`src/rtl/multicycle_ctrl_pkg.sv`:
```
// Shared encodings for the multicycle controller: opcodes, functs, ALU ops, states, mux selects.
// Pure declarations; no latency or flow control of its own.
package multicycle_ctrl_pkg;

    localparam logic [5:0] OP_RTYPE = 6'b000000;
    localparam logic [5:0] OP_J     = 6'b000010;
    localparam logic [5:0] OP_BEQ   = 6'b000100;
    localparam logic [5:0] OP_BNE   = 6'b000101;
    localparam logic [5:0] OP_ADDI  = 6'b001000;
    localparam logic [5:0] OP_SLTI  = 6'b001010;
    localparam logic [5:0] OP_ANDI  = 6'b001100;
    localparam logic [5:0] OP_ORI   = 6'b001101;
    localparam logic [5:0] OP_LW    = 6'b100011;
    localparam logic [5:0] OP_SW    = 6'b101011;

    localparam logic [5:0] FN_SLL = 6'b000000;
    localparam logic [5:0] FN_SRL = 6'b000010;
    localparam logic [5:0] FN_ADD = 6'b100000;
    localparam logic [5:0] FN_SUB = 6'b100010;
    localparam logic [5:0] FN_AND = 6'b100100;
    localparam logic [5:0] FN_OR  = 6'b100101;
    localparam logic [5:0] FN_SLT = 6'b101010;

    localparam logic [3:0] ALU_AND = 4'b0000;
    localparam logic [3:0] ALU_OR  = 4'b0001;
    localparam logic [3:0] ALU_ADD = 4'b0010;
    localparam logic [3:0] ALU_SUB = 4'b0110;
    localparam logic [3:0] ALU_SLT = 4'b0111;
    localparam logic [3:0] ALU_SLL = 4'b1000;
    localparam logic [3:0] ALU_SRL = 4'b1001;

    localparam logic [1:0] PCSRC_ALU    = 2'b00;
    localparam logic [1:0] PCSRC_ALUOUT = 2'b01;
    localparam logic [1:0] PCSRC_JUMP   = 2'b10;

    localparam logic [1:0] ASRC_PC    = 2'b00;
    localparam logic [1:0] ASRC_REGA  = 2'b01;
    localparam logic [1:0] ASRC_SHAMT = 2'b10;

    localparam logic [1:0] BSRC_REGB  = 2'b00;
    localparam logic [1:0] BSRC_FOUR  = 2'b01;
    localparam logic [1:0] BSRC_EXT   = 2'b10;
    localparam logic [1:0] BSRC_EXTSH = 2'b11;

    typedef enum logic [3:0] {
        S_IDLE   = 4'd0,
        S_FETCH  = 4'd1,
        S_DECODE = 4'd2,
        S_MEMADR = 4'd3,
        S_MEMRD  = 4'd4,
        S_MEMWB  = 4'd5,
        S_MEMWR  = 4'd6,
        S_RTYPE  = 4'd7,
        S_RWB    = 4'd8,
        S_BRANCH = 4'd9,
        S_JUMP   = 4'd10,
        S_IEXEC  = 4'd11,
        S_IWB    = 4'd12,
        S_HALT   = 4'd13
    } state_e;

    function automatic logic is_mem_state(input state_e s);
        return (s == S_FETCH) || (s == S_MEMRD) || (s == S_MEMWR);
    endfunction

endpackage

```
`src/rtl/multicycle_ctrl_if.sv`:
```
// Controller <-> datapath bundle: IR fields and memory handshake in, enables and mux selects out.
// Wiring only; master is the controller, slave is the datapath/memory side.
interface multicycle_ctrl_if #(
    parameter int ALUOP_W = 4
);
    logic [5:0]         op;
    logic [5:0]         funct;
    logic               alu_zero;
    logic               mem_ready;
    logic               mem_req;
    logic               mem_write;
    logic               iord;
    logic               ir_write;
    logic               pc_write;
    logic               pc_write_cond;
    logic               branch_ne;
    logic [1:0]         pc_src;
    logic [1:0]         alu_src_a;
    logic [1:0]         alu_src_b;
    logic               sign_ext;
    logic [ALUOP_W-1:0] alu_op;
    logic               reg_dst;
    logic               mem_to_reg;
    logic               reg_write;
    logic               illegal;
    logic               bus_err;
    logic [3:0]         state_o;

    modport master (
        input  op, funct, alu_zero, mem_ready,
        output mem_req, mem_write, iord, ir_write, pc_write, pc_write_cond, branch_ne,
               pc_src, alu_src_a, alu_src_b, sign_ext, alu_op, reg_dst, mem_to_reg,
               reg_write, illegal, bus_err, state_o
    );

    modport slave (
        output op, funct, alu_zero, mem_ready,
        input  mem_req, mem_write, iord, ir_write, pc_write, pc_write_cond, branch_ne,
               pc_src, alu_src_a, alu_src_b, sign_ext, alu_op, reg_dst, mem_to_reg,
               reg_write, illegal, bus_err, state_o
    );
endinterface

```
`src/rtl/multicycle_ctrl_alu_op_decode.sv`:
```
// Combinational op/funct -> ALU operation for R-type and immediate-ALU instructions.
// Zero latency, no flow control; o_illegal flags anything that is not an ALU instruction.
module alu_op_decode
    import multicycle_ctrl_pkg::*;
#(
    parameter int ALUOP_W = 4
) (
    input  logic [5:0]         i_op,
    input  logic [5:0]         i_funct,
    output logic [ALUOP_W-1:0] o_alu_op,
    output logic               o_illegal
);

    always_comb begin
        o_alu_op  = ALUOP_W'(ALU_ADD);
        o_illegal = 1'b0;
        case (i_op)
            OP_RTYPE: begin
                case (i_funct)
                    FN_ADD:  o_alu_op = ALUOP_W'(ALU_ADD);
                    FN_SUB:  o_alu_op = ALUOP_W'(ALU_SUB);
                    FN_AND:  o_alu_op = ALUOP_W'(ALU_AND);
                    FN_OR:   o_alu_op = ALUOP_W'(ALU_OR);
                    FN_SLT:  o_alu_op = ALUOP_W'(ALU_SLT);
                    FN_SLL:  o_alu_op = ALUOP_W'(ALU_SLL);
                    FN_SRL:  o_alu_op = ALUOP_W'(ALU_SRL);
                    default: o_illegal = 1'b1;
                endcase
            end
            OP_ADDI: o_alu_op = ALUOP_W'(ALU_ADD);
            OP_ANDI: o_alu_op = ALUOP_W'(ALU_AND);
            OP_ORI:  o_alu_op = ALUOP_W'(ALU_OR);
            OP_SLTI: o_alu_op = ALUOP_W'(ALU_SLT);
            default: o_illegal = 1'b1;
        endcase
    end

endmodule

```
`src/rtl/multicycle_ctrl.sv`:
```
// Multicycle CPU sequencer: Moore FSM issuing datapath enables/selects; lw 5, sw/R/imm 4, branch/j 3 cycles.
// Stalls in FETCH/MEMRD/MEMWR until mem_ready; MEM_TIMEOUT wait cycles set sticky bus_err and HALT.
module multicycle_ctrl
    import multicycle_ctrl_pkg::*;
#(
    parameter int MEM_TIMEOUT = 16,
    parameter int ALUOP_W     = 4
) (
    input  logic              clk,
    input  logic              rst,
    multicycle_ctrl_if.master bus
);

    localparam int WAIT_W = (MEM_TIMEOUT > 1) ? $clog2(MEM_TIMEOUT) : 1;

    state_e              r_state;
    logic [WAIT_W-1:0]   r_wait;
    logic                r_bus_err;
    logic [ALUOP_W-1:0]  w_dec_alu_op;
    logic                w_dec_illegal;
    logic                w_mem_state;
    logic                w_timeout;
    logic                w_op_known;

    alu_op_decode #(.ALUOP_W(ALUOP_W)) u_alu_op_decode (
        .i_op      (bus.op),
        .i_funct   (bus.funct),
        .o_alu_op  (w_dec_alu_op),
        .o_illegal (w_dec_illegal)
    );

    assign w_mem_state = is_mem_state(r_state);
    assign w_timeout   = (MEM_TIMEOUT != 0) && w_mem_state && !bus.mem_ready &&
                         (r_wait == WAIT_W'(MEM_TIMEOUT - 1));
    assign w_op_known  = bus.op inside {OP_LW, OP_SW, OP_RTYPE, OP_BEQ, OP_BNE, OP_J,
                                        OP_ADDI, OP_ANDI, OP_ORI, OP_SLTI};

    always_ff @(posedge clk or negedge rst) begin
        if (!rst) begin
            r_state   <= S_IDLE;
            r_wait    <= '0;
            r_bus_err <= 1'b0;
        end else begin
            // Counter clears whenever a wait ends or a non-memory state is active,
            // so every entry into a memory state starts from zero.
            if (w_mem_state && !bus.mem_ready && !w_timeout)
                r_wait <= r_wait + 1'b1;
            else
                r_wait <= '0;

            case (r_state)
                S_IDLE:   r_state <= S_FETCH;
                S_FETCH:  if (bus.mem_ready) r_state <= S_DECODE;
                S_DECODE: begin
                    case (bus.op)
                        OP_LW, OP_SW:                      r_state <= S_MEMADR;
                        OP_RTYPE:                          r_state <= S_RTYPE;
                        OP_BEQ, OP_BNE:                    r_state <= S_BRANCH;
                        OP_J:                              r_state <= S_JUMP;
                        OP_ADDI, OP_ANDI, OP_ORI, OP_SLTI: r_state <= S_IEXEC;
                        default:                           r_state <= S_FETCH;
                    endcase
                end
                S_MEMADR: r_state <= (bus.op == OP_SW) ? S_MEMWR : S_MEMRD;
                S_MEMRD:  if (bus.mem_ready) r_state <= S_MEMWB;
                S_MEMWR:  if (bus.mem_ready) r_state <= S_FETCH;
                S_RTYPE:  r_state <= w_dec_illegal ? S_FETCH : S_RWB;
                S_IEXEC:  r_state <= S_IWB;
                S_MEMWB, S_RWB, S_BRANCH, S_JUMP, S_IWB: r_state <= S_FETCH;
                S_HALT:   r_state <= S_HALT;
                default:  r_state <= S_IDLE;
            endcase

            if (w_timeout) begin
                r_state   <= S_HALT;
                r_bus_err <= 1'b1;
            end
        end
    end

    always_comb begin
        bus.mem_req       = 1'b0;
        bus.mem_write     = 1'b0;
        bus.iord          = 1'b0;
        bus.ir_write      = 1'b0;
        bus.pc_write      = 1'b0;
        bus.pc_write_cond = 1'b0;
        bus.branch_ne     = 1'b0;
        bus.pc_src        = PCSRC_ALU;
        bus.alu_src_a     = ASRC_PC;
        bus.alu_src_b     = BSRC_REGB;
        bus.sign_ext      = 1'b0;
        bus.alu_op        = '0;
        bus.reg_dst       = 1'b0;
        bus.mem_to_reg    = 1'b0;
        bus.reg_write     = 1'b0;
        bus.illegal       = 1'b0;
        case (r_state)
            S_FETCH: begin
                bus.mem_req   = 1'b1;
                bus.alu_src_b = BSRC_FOUR;
                bus.alu_op    = ALUOP_W'(ALU_ADD);
                bus.ir_write  = bus.mem_ready;
                bus.pc_write  = bus.mem_ready;
            end
            S_DECODE: begin
                bus.alu_src_b = BSRC_EXTSH;
                bus.sign_ext  = 1'b1;
                bus.alu_op    = ALUOP_W'(ALU_ADD);
                bus.illegal   = !w_op_known;
            end
            S_MEMADR: begin
                bus.alu_src_a = ASRC_REGA;
                bus.alu_src_b = BSRC_EXT;
                bus.sign_ext  = 1'b1;
                bus.alu_op    = ALUOP_W'(ALU_ADD);
            end
            S_MEMRD: begin
                bus.mem_req = 1'b1;
                bus.iord    = 1'b1;
            end
            S_MEMWB: begin
                bus.reg_write  = 1'b1;
                bus.mem_to_reg = 1'b1;
            end
            S_MEMWR: begin
                bus.mem_req   = 1'b1;
                bus.mem_write = 1'b1;
                bus.iord      = 1'b1;
            end
            S_RTYPE: begin
                bus.alu_src_a = (bus.funct == FN_SLL || bus.funct == FN_SRL) ? ASRC_SHAMT : ASRC_REGA;
                bus.alu_op    = w_dec_alu_op;
                bus.illegal   = w_dec_illegal;
            end
            S_RWB: begin
                bus.reg_write = 1'b1;
                bus.reg_dst   = 1'b1;
            end
            S_BRANCH: begin
                bus.alu_src_a     = ASRC_REGA;
                bus.alu_op        = ALUOP_W'(ALU_SUB);
                bus.pc_write_cond = 1'b1;
                bus.pc_src        = PCSRC_ALUOUT;
                bus.branch_ne     = (bus.op == OP_BNE);
            end
            S_JUMP: begin
                bus.pc_write = 1'b1;
                bus.pc_src   = PCSRC_JUMP;
            end
            S_IEXEC: begin
                bus.alu_src_a = ASRC_REGA;
                bus.alu_src_b = BSRC_EXT;
                bus.sign_ext  = !(bus.op == OP_ANDI || bus.op == OP_ORI);
                bus.alu_op    = w_dec_alu_op;
            end
            S_IWB: begin
                bus.reg_write = 1'b1;
            end
            default: ;
        endcase
    end

    assign bus.bus_err = r_bus_err;
    assign bus.state_o = r_state;

endmodule

```
`src/flat_wrapper.sv`:
```
// flat-port wrapper written by rule: the top's interface ports become plain ports
module multicycle_ctrl_flat import multicycle_ctrl_pkg::*;
#(
    parameter int MEM_TIMEOUT = 16,
    parameter int ALUOP_W     = 4
)
  (clk, rst, bus_op, bus_funct, bus_alu_zero, bus_mem_ready, bus_mem_req, bus_mem_write, bus_iord, bus_ir_write, bus_pc_write, bus_pc_write_cond, bus_branch_ne, bus_pc_src, bus_alu_src_a, bus_alu_src_b, bus_sign_ext, bus_alu_op, bus_reg_dst, bus_mem_to_reg, bus_reg_write, bus_illegal, bus_bus_err, bus_state_o);
  multicycle_ctrl_if #(.ALUOP_W(ALUOP_W)) bus_i ();
  input  logic clk;
  input  logic rst;
  input wire logic [$bits(bus_i.op)-1:0] bus_op;
  input wire logic [$bits(bus_i.funct)-1:0] bus_funct;
  input wire logic [$bits(bus_i.alu_zero)-1:0] bus_alu_zero;
  input wire logic [$bits(bus_i.mem_ready)-1:0] bus_mem_ready;
  output wire logic [$bits(bus_i.mem_req)-1:0] bus_mem_req;
  output wire logic [$bits(bus_i.mem_write)-1:0] bus_mem_write;
  output wire logic [$bits(bus_i.iord)-1:0] bus_iord;
  output wire logic [$bits(bus_i.ir_write)-1:0] bus_ir_write;
  output wire logic [$bits(bus_i.pc_write)-1:0] bus_pc_write;
  output wire logic [$bits(bus_i.pc_write_cond)-1:0] bus_pc_write_cond;
  output wire logic [$bits(bus_i.branch_ne)-1:0] bus_branch_ne;
  output wire logic [$bits(bus_i.pc_src)-1:0] bus_pc_src;
  output wire logic [$bits(bus_i.alu_src_a)-1:0] bus_alu_src_a;
  output wire logic [$bits(bus_i.alu_src_b)-1:0] bus_alu_src_b;
  output wire logic [$bits(bus_i.sign_ext)-1:0] bus_sign_ext;
  output wire logic [$bits(bus_i.alu_op)-1:0] bus_alu_op;
  output wire logic [$bits(bus_i.reg_dst)-1:0] bus_reg_dst;
  output wire logic [$bits(bus_i.mem_to_reg)-1:0] bus_mem_to_reg;
  output wire logic [$bits(bus_i.reg_write)-1:0] bus_reg_write;
  output wire logic [$bits(bus_i.illegal)-1:0] bus_illegal;
  output wire logic [$bits(bus_i.bus_err)-1:0] bus_bus_err;
  output wire logic [$bits(bus_i.state_o)-1:0] bus_state_o;
  assign bus_i.op = bus_op;
  assign bus_i.funct = bus_funct;
  assign bus_i.alu_zero = bus_alu_zero;
  assign bus_i.mem_ready = bus_mem_ready;
  assign bus_mem_req = bus_i.mem_req;
  assign bus_mem_write = bus_i.mem_write;
  assign bus_iord = bus_i.iord;
  assign bus_ir_write = bus_i.ir_write;
  assign bus_pc_write = bus_i.pc_write;
  assign bus_pc_write_cond = bus_i.pc_write_cond;
  assign bus_branch_ne = bus_i.branch_ne;
  assign bus_pc_src = bus_i.pc_src;
  assign bus_alu_src_a = bus_i.alu_src_a;
  assign bus_alu_src_b = bus_i.alu_src_b;
  assign bus_sign_ext = bus_i.sign_ext;
  assign bus_alu_op = bus_i.alu_op;
  assign bus_reg_dst = bus_i.reg_dst;
  assign bus_mem_to_reg = bus_i.mem_to_reg;
  assign bus_reg_write = bus_i.reg_write;
  assign bus_illegal = bus_i.illegal;
  assign bus_bus_err = bus_i.bus_err;
  assign bus_state_o = bus_i.state_o;
  multicycle_ctrl #(.MEM_TIMEOUT(MEM_TIMEOUT), .ALUOP_W(ALUOP_W)) u_core (.clk(clk), .rst(rst), .bus(bus_i));
endmodule
```
`config.mk`:
```
export PLATFORM = sky130hd
export DESIGN_NAME = multicycle_ctrl_flat
export DESIGN_NICKNAME = d
export VERILOG_FILES = /design/src/rtl/multicycle_ctrl_pkg.sv /design/src/rtl/multicycle_ctrl_if.sv /design/src/rtl/multicycle_ctrl_alu_op_decode.sv /design/src/rtl/multicycle_ctrl.sv /design/src/flat_wrapper.sv
export SDC_FILE = /design/constraint.sdc
export NUM_CORES = 1
export LEC_CHECK = 0
export ABC_AREA = 1
export BUFFER_PORTS_ARGS = -buffer_cell sky130_fd_sc_hd__buf_2
export CORE_MARGIN = 4
export CORE_UTILIZATION = 52
export CTS_CLUSTER_SIZE = 14
export DETAILED_ROUTE_END_ITERATION = 10
export PLACE_DENSITY = 0.85
export SKIP_LAST_GASP = 1
export SLEW_MARGIN = 25
export SYNTH_ARGS = -nofsm -noshare
export SYNTH_HDL_FRONTEND = slang
export SYNTH_SLANG_ARGS = --single-unit
export TNS_END_PERCENT = 100
```
`constraint.sdc`:
```
create_clock -name clk -period 2 [get_ports clk]
set_input_delay 0.3 -clock clk [delete_from_list [all_inputs] [get_ports clk]]
set_output_delay 0.3 -clock clk [all_outputs]
set_load 0.1 [all_outputs]
```
==> out/results.ini, run 1 <==
[timing]
crit_endpoint=bus_alu_op[0]
worst-ep-kind=top-level output

[clock_tree]
cts_root_buffer=clkbuf_4
cts_buffer_depth=2
cts_made_buffers=3
cts_max_level=1
cts_sinks=9

[outcome]
lastStage=global routing
status=aborted with a tool error
stop_error=[ERROR DPL-0038] Utilization greater than 100%, impossible to legalize

[synth]
synth_area_leader_cell=dfrtp_1
synth_edf_count=0
ys.flop_type=dfrtp_1
synth.avg_cell_area_um2=5.80
yosysTopAreaCellShare=0.215
synth-seq-cells=9
yosysWarningCount=0
synth.net_count=198
ys_async_sr_fraction=1.00
synth_most_common_cell=nand2_1
synth_area_um2=1050
synthTopCellsByArea=dfrtp_1 21%, nand2_1 14%, inv_1 12%
synth_common_cells=39 x nand2_1, 33 x inv_1, 32 x nor2_1, 15 x nand3_1, 9 x dfrtp_1
synth_cells=181
synth_cell_types=27
ys_seq_area_frac=0.215

[floorplan]
die_h_um=52.9
start_util=0.577
rows=15
die_w_um=52.9
ios=43

[placement]
dp_worst_setup_slack_ns=0.0358
globalplace.congestion=0.917
hpwl_um=2950
io_buffers=41

[global_routing]
grt_max_degree=10

-- logic make-up after synthesis --
logic type,count (synthesis),share of synthesized area
xor+xnor,2,0.0167
simple gates,106,0.471
buf+inv,41,0.150
fa+ha+maj,1,0.0119
compound gates,22,0.136
flops,9,0.215
-- per-stage QoR --
stage / hold WS [ns] / instances / cell area (um^2)
after floorplan: 0.00441 / 181 / 1170
after global placement: 0.151 / 248 / 1630
after detailed placement: 0.163 / 248 / 1630
after CTS: 0.420 / 259 / 1720
-- timing repair --
item,4_1_cts
pin swaps,3
endpoints found under the setup margin,12
hold buffers,1
resized for setup,2
hold endpoints to repair,9
buffers inserted,6
==> inputs of run 2 (changes only) <==
CORE_AREA = 4 4 65 67   (was not set)
CORE_MARGIN = not set   (was 4)
CORE_UTILIZATION = not set   (was 52)
CTS_CLUSTER_SIZE = not set   (was 14)
DIE_AREA = 0 0 69 71   (was not set)
PLACE_DENSITY = not set   (was 0.85)
PLACE_DENSITY_LB_ADDON = 0.15   (was not set)
==> run 2 against run 1 <==
Net effect:
- the run now ends clean
- synthesized cell count stayed put
- area after synthesis stayed put
==> out/results.ini, run 2 <==
[global_routing]
grt-ovfl-total=0
grt_use_total=0.128
grt_max_degree=10
grt_pass1_vias=1227
antenna_found_initial=0
grt_pass1_wl_um=5260

[drt]
vias_per_cell=4.54
drtPass1Iterations=4
drtAntennaViolNets=0
wirelength_um=3110
wire_per_inst_um=11.0
vias=1288
drcViolationCount=0
drt_iter0_markers=56

[synth]
ys_seq_area_frac=0.215  ; unchanged
synth_area_leader_cell=dfrtp_1
synth.avg_cell_area_um2=5.80  ; unchanged
ys_async_sr_fraction=1.00  ; unchanged
synth_cell_types=27  ; unchanged
synthTopCellsByArea=dfrtp_1 21%, nand2_1 14%, inv_1 12%
synth_cells=181  ; unchanged
synth.net_count=198  ; unchanged
synth_area_um2=1050  ; unchanged
synth_edf_count=0  ; unchanged
synth-seq-cells=9  ; unchanged
ys.flop_type=dfrtp_1
synth_most_common_cell=nand2_1
yosysWarningCount=0  ; unchanged
yosysTopAreaCellShare=0.215  ; unchanged
synth_common_cells=39 x nand2_1, 33 x inv_1, 32 x nor2_1, 15 x nand3_1, 9 x dfrtp_1

[clock_tree]
cts_tree=yes
cts_made_buffers=3  ; unchanged
cts_sinks=9  ; unchanged
path_clk_slew_ns=0.04
worstSkewPairLatency_ns=0.23
cts_max_level=1  ; unchanged
cts_root_buffer=clkbuf_8
cts_buffer_depth=2  ; unchanged

[pwr]
peakVddDrop_mv=1.29
p_int_uw=1030
pwr-share-seq=0.114
p_clk_frac=0.076
p_sw_frac=0.622
pwr-share-comb=0.810
p_sw_uw=1700
pwr_density_cell_nw_per_um2=1450
p_leak_uw=0.000935

[timing]
whs_ns=0.454
fin_skew_ns=0.00167
min_period_ns=1.99
slew_headroom=0.674
setup_violations=0
hold_viol=0
fmax_mhz=502
fin_crit_sh=0.996
fin_tns_setup_ns=0
tightest_slew_ns=0.493
worst_slack_ns=0.00839
maxSlewViolCount=0
rsz0062_at_grt=yes

[critical_path]
startpoint_type=flop
cp_max_fo=4
cpLargestDelayFamily=flip-flops
worstPathCellList=inv_4, nand2_8, nor2_4, buf_6, inv_2, o211ai_1, clkbuf_16
critPathLaunch=u_core.bus.state_o[3]
crit_buf_inv=4
crit_path_end_kind=primary output
required_ns=1.70
slowest_stage=dfrtp_4
worstSetupPathType=reg2out
worst_ep_arrival_time_ns=1.69
r2r-start=u_core.bus.state_o[3]
slowest_delay_ns=0.51

[layout]
finalNetCount=254
antenna_cells=0
drive_above_1_share=0.441
final_common_cell=nand2_1
n_fill_cell=379
stdcell_area_um2=1880
final_cell_mix=32 x nand2_1, 28 x inv_1, 26 x nor2_1
final_util=0.519
syn_to_final_growth_pct=79.5

[floorplan]
die_h_um=71  ; +34%
rows=22  ; +7
die_w_um=69  ; +30%
start_util=0.289  ; -0.288
die-area_um2=4900
ios=43  ; unchanged
core_um2=3630

[placement]
placed_area_um2=1730  ; +5.9%
globalplace.congestion=0.772  ; -16%
hpwl_um=2620  ; -11%
dp_worst_setup_slack_ns=0.142  ; +0.106 ns
io_buffers=41  ; unchanged

[worst_hold_path]
hold_class=in2async

[outcome]
status=complete, no violations

[run]
drv_cap=0

run 2: final timing paths:
check | slack [ns] | endpoint | cells past startpoint
worst max-delay path | 0.008 | bus_alu_src_a[0] | 7
worst min-delay path | 0.45 | u_core.r_wait[3] | 2
worst max register to register | 0.42 | u_core.bus.state_o[1] | 9
worst min register to register | 0.46 | u_core.r_wait[0] | 1
max in group asynchronous | 1.35 | u_core.bus.state_o[3] | 2
min in group clk | 0.46 | u_core.r_wait[0] | 1
run 2: cell families (layout without fill, tap and decap cells):
kind of cell,count (synthesis),in the layout,synth area share
simple gates,106,106,0.471
flops,9,9,0.215
compound gates,22,22,0.136
fa+ha+maj,1,1,0.0119
buf+inv,41,96,0.150
xor+xnor,2,2,0.0167
run 2: repair_timing:
item,4_1_cts,5_1_grt
hold buffers,1,0
resized for setup,1,12
pin swaps,0,6
endpoints found under the setup margin,1,6
hold endpoints to repair,9,0
buffers inserted,0,5
run 2: layer usage:
metal	track usage	routed length [um]
met5	0	0
met4	0.0195	14
met3	0.0355	212
met2	0.219	1520
met1	0.162	1360
run 2: layout make-up:
type / instances / area, um^2 / share of cell area
flip-flops and latches: 9 / 240 / 0.127
inverters: 40 / 153 / 0.0810
multi-input cells: 131 / 805 / 0.427
clock buffers: 4 / 45.0 / 0.0239
repair buffers: 52 / 582 / 0.309
well taps: 48 / 60.1 / 0.0319
run 2: through the flow:
step	cells	power, uW
after detailed placement	274	2470
after floorplan	181	1850
final	284	2730
after global routing	284	2860
after global placement	274	2460
after CTS	279	2690
run 2: power by group through the flow:
stage	Combinational [uW]	Sequential, uW	Clock (uW)
6_report	2210	311	207
5_1_grt	2310	323	227
4_1_cts	2170	312	211
3_5_place_dp	2150	312	0
3_3_place_gp	2150	312	0
2_1_floorplan	1360	482	0
Power figures use the tool's default switching activity.
==> inputs of run 3 (changes only) <==
ABC_AREA = not set   (was 1)
==> run 3 against run 2 <==
Net effect:
- the run now ends with setup timing left
- sequential power increased by 4%
- critical path depth decreased by 1
- via count up 12%
- combinational power increased by 29%
- core utilization is 8.8 points higher
- sequential share of layout area down 1.9 points
- fmax shrank 5.7%
- global-route usage is 3.5 points higher
- critical path type is now in2out
- largest cell class unchanged
- highest routed layer unchanged
==> out/results.ini, run 3 <==
[critical_path]
required_ns=1.70  ; about the same
crit_path_end_kind=primary output
crit_buf_inv=2  ; -2
worstPathCellList=buf_6, or4_4, nor3_4, a41oi_1, o31ai_4, buf_12
r2r_slack_ns=0.11  ; -0.31 ns
slowest_stage=or4_4
cpLargestDelayFamily=simple AND/OR/NAND/NOR gates
startpoint_type=input port
cp_max_fo=4  ; unchanged
worst_ep_arrival_time_ns=1.81  ; +0.12 ns
worstSetupPathType=in2out
slowest_delay_ns=0.55  ; +0.04 ns

[floorplan]
ios=43  ; unchanged
die-area_um2=4900  ; unchanged
rows=22  ; unchanged
core_um2=3630  ; unchanged
start_util=0.306  ; +0.0176
die_h_um=71  ; unchanged
die_w_um=69  ; unchanged

[placement]
io_buffers=41  ; unchanged
globalplace.congestion=0.845  ; +9.5%
hpwl_um=3220  ; +23%
placedCellCount=249  ; -9.1%

[pwr]
p_leak_uw=0.000920  ; -1.6%
pwr-share-seq=0.095  ; -0.019
p_sw_frac=0.595  ; -0.0268
p_int_uw=1370  ; +33%
p_clk_frac=0.061  ; -0.015
p_sw_uw=2010  ; +18%
pwr-share-comb=0.844  ; +0.034
pwr_density_cell_nw_per_um2=1530  ; +5.8%
peakVddDrop_mv=0.568  ; -56%
finalPower_uw=3380  ; +24%

[clock_tree]
path_clk_slew_ns=0.05  ; about the same
cts_tree=yes
worstSkewPairLatency_ns=0.23  ; about the same
cts_buffer_depth=2  ; unchanged
cts_made_buffers=3  ; unchanged
cts_max_level=1  ; unchanged
cts_root_buffer=clkbuf_8
cts_sinks=9  ; unchanged

[synth]
synth.net_count=164  ; -17%
synth_edf_count=0  ; unchanged
synth_area_leader_cell=dfrtp_1
ys_seq_area_frac=0.202  ; -0.0123
synth.avg_cell_area_um2=7.58  ; +31%
ys.flop_type=dfrtp_1
ys_async_sr_fraction=1.00  ; unchanged
synth_area_um2=1110  ; +6.1%
synth_cells=147  ; -19%
synth_cell_types=55  ; +100%
synth-seq-cells=9  ; unchanged
synth_most_common_cell=nor2_1
yosysTopAreaCellShare=0.202  ; -0.0123
yosysWarningCount=0  ; unchanged
synth_common_cells=17 x nor2_1, 12 x nand2_1, 9 x a21oi_1, 9 x dfrtp_1, 9 x nand2b_1
synthTopCellsByArea=dfrtp_1 20%, nor2_1 5.7%, nand2b_1 5.1%

[layout]
fin_cells=267  ; -6.0%
final_cell_mix=36 x buf_4, 20 x buf_12, 19 x buf_2
final_util=0.607  ; +0.0882
finalNetCount=237  ; -6.7%
drive_above_1_share=0.571  ; +0.130
final_common_cell=buf_4
antenna_cells=0  ; unchanged
syn_to_final_growth_pct=98.0

[drt]
drcViolationCount=0  ; unchanged
drt_iter0_markers=66  ; +18%
drtAntennaViolNets=0  ; unchanged
vias_per_cell=5.41  ; +19%
wirelength_um=4060  ; +30%
drtPass1Iterations=4  ; unchanged
vias=1444  ; +12%
wire_per_inst_um=15.2  ; +39%

[timing]
rsz0062_at_grt=yes
fin_crit_sh=1.06  ; +0.0606
tightest_slew_ns=0.492  ; -0.000749 ns
min_period_ns=2.11  ; +0.121 ns
fin_tns_setup_ns=-0.113  ; -0.113 ns
fmax_mhz=473  ; -5.7%
hold_viol=0  ; unchanged
worst_slack_ns=-0.113  ; -0.121 ns
slew_headroom=0.674  ; about the same
maxSlewViolCount=0  ; unchanged
setup_violations=1  ; +1
fin_skew_ns=0.00390  ; +0.00223 ns

[run]
drv_cap=0  ; unchanged

[worst_hold_path]
hold_class=in2async

[global_routing]
antenna_found_initial=0  ; unchanged
grt_max_degree=16  ; +6
grt-ovfl-total=0  ; unchanged
grt_use_total=0.163  ; +0.0350
grt_pass1_vias=1339  ; +9.1%
grt_pass1_wl_um=6690  ; +27%

[outcome]
violations=setup timing
status=finished with violations

-- run 3: cell type report --
type	instances	area [um^2]
fill	289	1430
multi-input combinational	122	1030
timing repair buffer	79	810
sequential	9	240
tap	48	60.1
clock buffer	4	45.0
inverter	5	22.5
-- run 3: repair_timing --
action | CTS | global route
resized for setup | 5 | 13
setup buffers | 6 | 7
pin swaps | 1 | 4
endpoints found under the hold margin | 9 | 0
endpoints found under the setup margin | 9 | 8
hold buffers | 1 | 0
-- run 3: power groups by stage --
stage | registers (uW) | clock network (uW) | logic, uW
after floorplan | 501 | 0 | 1780
after global placement | 382 | 0 | 2530
after detailed placement | 384 | 0 | 2560
after CTS | 352 | 210 | 2670
after global routing | 332 | 219 | 2960
final | 322 | 205 | 2850
-- run 3: worst reg2reg max path: stages, from the launching register on --
cell	delay (ns)
dfrtp_4	0.51
buf_4	0.17
buf_4	0.16
nor3b_1	0.14
o21ai_1	0.37
nor2_1	0.14
or2_2	0.29
-- run 3: layer usage --
layer  track usage  up-vias  share of wire
met4        0.0304        0         0.0057
met1         0.221      699           0.43
li1              -      692              -
met3        0.0241        2          0.046
met2         0.275       51           0.52
met5             0        -              0
-- run 3: logic make-up after synthesis --
logic type	after synthesis	synth area share
compound gates	42	0.283
xor+xnor	4	0.0315
fa+ha+maj	1	0.0112
buf+inv	16	0.0899
flops	9	0.202
simple gates	75	0.382
-- run 3: final timing paths --
kind / from / to / cells after the start
max reg2reg: u_core.bus.state_o[0] / u_core.bus.bus_err / 6
max: bus_op[1] / bus_alu_op[2] / 6
min: rst / u_core.bus.bus_err / 2
min in group clk: u_core.r_wait[0] / u_core.r_wait[0] / 1
min reg2reg: u_core.r_wait[0] / u_core.r_wait[0] / 1
max in group asynchronous: rst / u_core.bus.state_o[2] / 2
-- run 3: through the flow --
| step | area, um^2 | hold WS (ns) | setup WS (ns) |
|---|---|---|---|
| detailed placement | 1970 | 0.165 | -0.116 |
| finish | 2200 | 0.453 | -0.113 |
| global route | 2200 | 0.485 | -0.135 |
| global placement | 1970 | 0.155 | -0.0577 |
| floorplan | 1380 | 0.00441 | -0.573 |
| CTS | 2090 | 0.458 | -0.114 |
==> inputs of run 4 (changes only) <==
CTS_BUF_LIST = sky130_fd_sc_hd__clkbuf_4 sky130_fd_sc_hd__clkbuf_8 sky130_fd_sc_hd__clkbuf_16   (was not set)
==> run 4 against run 3 <==
Net effect:
- clock power is 6% higher
- critical path depth is the same
- clock skew hardly changed
- register-to-register slack about the same
- fmax unchanged
- routed wire length is essentially flat
- the flow still finishes with violations (setup timing)
- non-clock buffer count stayed put
- sequential share of layout area hardly changed
- critical path type unchanged
- via count unchanged
- critical endpoint unchanged
==> out/results.ini, run 4 (synthesis gave the netlist of run 3 again) <==
[critical_path]
slowest_delay_ns=0.55  ; about the same
rr_worst_depth=6  ; unchanged
cpLargestDelayFamily=simple AND/OR/NAND/NOR gates
crit_buf_inv=2  ; unchanged
worstPathCellList=buf_6, or4_4, nor3_4, a41oi_1, o31ai_4, buf_12
r2r-start=u_core.bus.state_o[0]
worst_ep_arrival_time_ns=1.81  ; about the same
startpoint_type=input port
cp_max_fo=4  ; unchanged
required_ns=1.70  ; about the same
path_depth=6  ; unchanged
rr_endpoint=u_core.bus.bus_err
crit_path_end_kind=primary output
worstSetupPathType=in2out
slowest_stage=or4_4
r2r_slack_ns=0.11  ; about the same
crit_end=bus_alu_op[2]
critPathLaunch=bus_op[1]

[drt]
drtPass1Iterations=4  ; unchanged
vias_per_cell=5.41  ; unchanged
drcViolationCount=0  ; unchanged
wire_per_inst_um=15.2  ; about the same
wirelength_um=4060  ; about the same
drtAntennaViolNets=0  ; unchanged
vias=1444  ; unchanged
drt_iter0_markers=66  ; unchanged

[global_routing]
grt_use_total=0.163  ; unchanged
antenna_found_initial=0  ; unchanged
grt_pass1_vias=1339  ; unchanged
grt_pass1_wl_um=6690  ; unchanged
grt-ovfl-total=0  ; unchanged
grt_max_degree=16  ; unchanged

[layout]
syn_to_final_growth_pct=98.3
final_cell_mix=36 x buf_4, 20 x buf_12, 19 x buf_2
antenna_cells=0  ; unchanged
finalNetCount=237  ; unchanged
n_fill_cell=290  ; +0.35%
drive_above_1_share=0.575  ; +0.00457
final_common_cell=buf_4

[floorplan]
die_w_um=69  ; unchanged
die-area_um2=4900  ; unchanged
rows=22  ; unchanged
start_util=0.306  ; unchanged
ios=43  ; unchanged
die_h_um=71  ; unchanged
core_um2=3630  ; unchanged

[timing]
fin_skew_ns=0.00425  ; +0.000347 ns
min_period_ns=2.11  ; unchanged
tightest_slew_ns=0.492  ; unchanged
worst_slack_ns=-0.113  ; unchanged
slew_headroom=0.674  ; unchanged
whs_ns=0.453  ; -0.000349 ns
fmax_mhz=473  ; unchanged
setup_violations=1  ; unchanged
fin_crit_sh=1.06  ; unchanged
rsz0062_at_grt=yes
maxSlewViolCount=0  ; unchanged
hold_viol=0  ; unchanged

[pwr]
finalPower_uw=3390  ; +0.39%
peakVddDrop_mv=0.568  ; about the same
pwr_density_cell_nw_per_um2=1540  ; +0.22%
p_leak_uw=0.000924  ; +0.37%

[clock_tree]
cts_buffer_depth=2  ; unchanged
cts_sinks=9  ; unchanged
cts_made_buffers=3  ; unchanged
path_clk_slew_ns=0.05  ; about the same
cts_root_buffer=clkbuf_8
cts_max_level=1  ; unchanged
cts_tree=yes
worstSkewPairLatency_ns=0.23  ; about the same

[run]
drv_cap=0  ; unchanged

[placement]
io_buffers=41  ; unchanged
dp_worst_setup_slack_ns=-0.116  ; unchanged
globalplace.congestion=0.845  ; unchanged
hpwl_um=3220  ; unchanged

[worst_hold_path]
hold_class=in2async

[outcome]
violations=setup timing
status=finished with violations

[run 4: cell counts in the layout (fill, tap and decap cells not counted)]
No cell type changed its count.
[run 4: power by group]
part / total (uW) / internal (uW) / switching, uW
Sequential: 322 / 248 / 74.5
Combinational: 2850 / 982 / 1870
Clock: 218 / 152 / 66.1
Total: 3390 / 1380 / 2010
[run 4: metal layers]
layer,vias up,share of wire,GRT usage
met1,699,0.43,0.221
met4,0,0.0057,0.0304
met3,2,0.046,0.0241
met5,-,0,0
li1,692,-,-
met2,51,0.52,0.275
[run 4: how the worst min path moves through the flow]
| stage | start | to | slack [ns] | cells after the start |
|---|---|---|---|---|
| 2_1_floorplan | rst | u_core.bus.bus_err | 0.004 | 0 |
| 3_3_place_gp | rst | u_core.bus.state_o[2] | 0.15 | 1 |
| 3_5_place_dp | rst | u_core.r_wait[2] | 0.16 | 1 |
| 4_1_cts | rst | u_core.bus.state_o[0] | 0.46 | 2 |
| 5_1_grt | u_core.bus.bus_err | u_core.bus.bus_err | 0.48 | 1 |
| 6_report | rst | u_core.bus.bus_err | 0.45 | 2 |
[run 4: what timing repair did]
action,in CTS,in global routing
setup endpoints to repair,9,8
endpoints found under the hold margin,9,0
gates resized for setup,5,13
cloned,0,0
pin swaps,1,4
hold buffers,1,0
setup buffers,6,7
[run 4: layout make-up]
| cell class | count | area [um^2] | share of cell area |
|---|---|---|---|
| timing repair buffer | 79 | 810 | 0.367 |
| multi-input combinational | 122 | 1030 | 0.465 |
| clock buffer | 4 | 48.8 | 0.0221 |
| inverter | 5 | 22.5 | 0.0102 |
| sequential | 9 | 240 | 0.109 |
| tap | 48 | 60.1 | 0.0272 |
[run 4: metrics by stage]
stage / setup TNS, ns / util / cell area (um^2) / cells
6_report: -0.113 / 0.608 / 2210 / 267
3_5_place_dp: -0.220 / 0.543 / 1970 / 249
3_3_place_gp: -0.0917 / 0.543 / 1970 / 249
4_1_cts: -0.122 / 0.577 / 2100 / 260
2_1_floorplan: -3.93 / - / 1380 / 147
5_1_grt: -0.244 / 0.608 / 2210 / 267
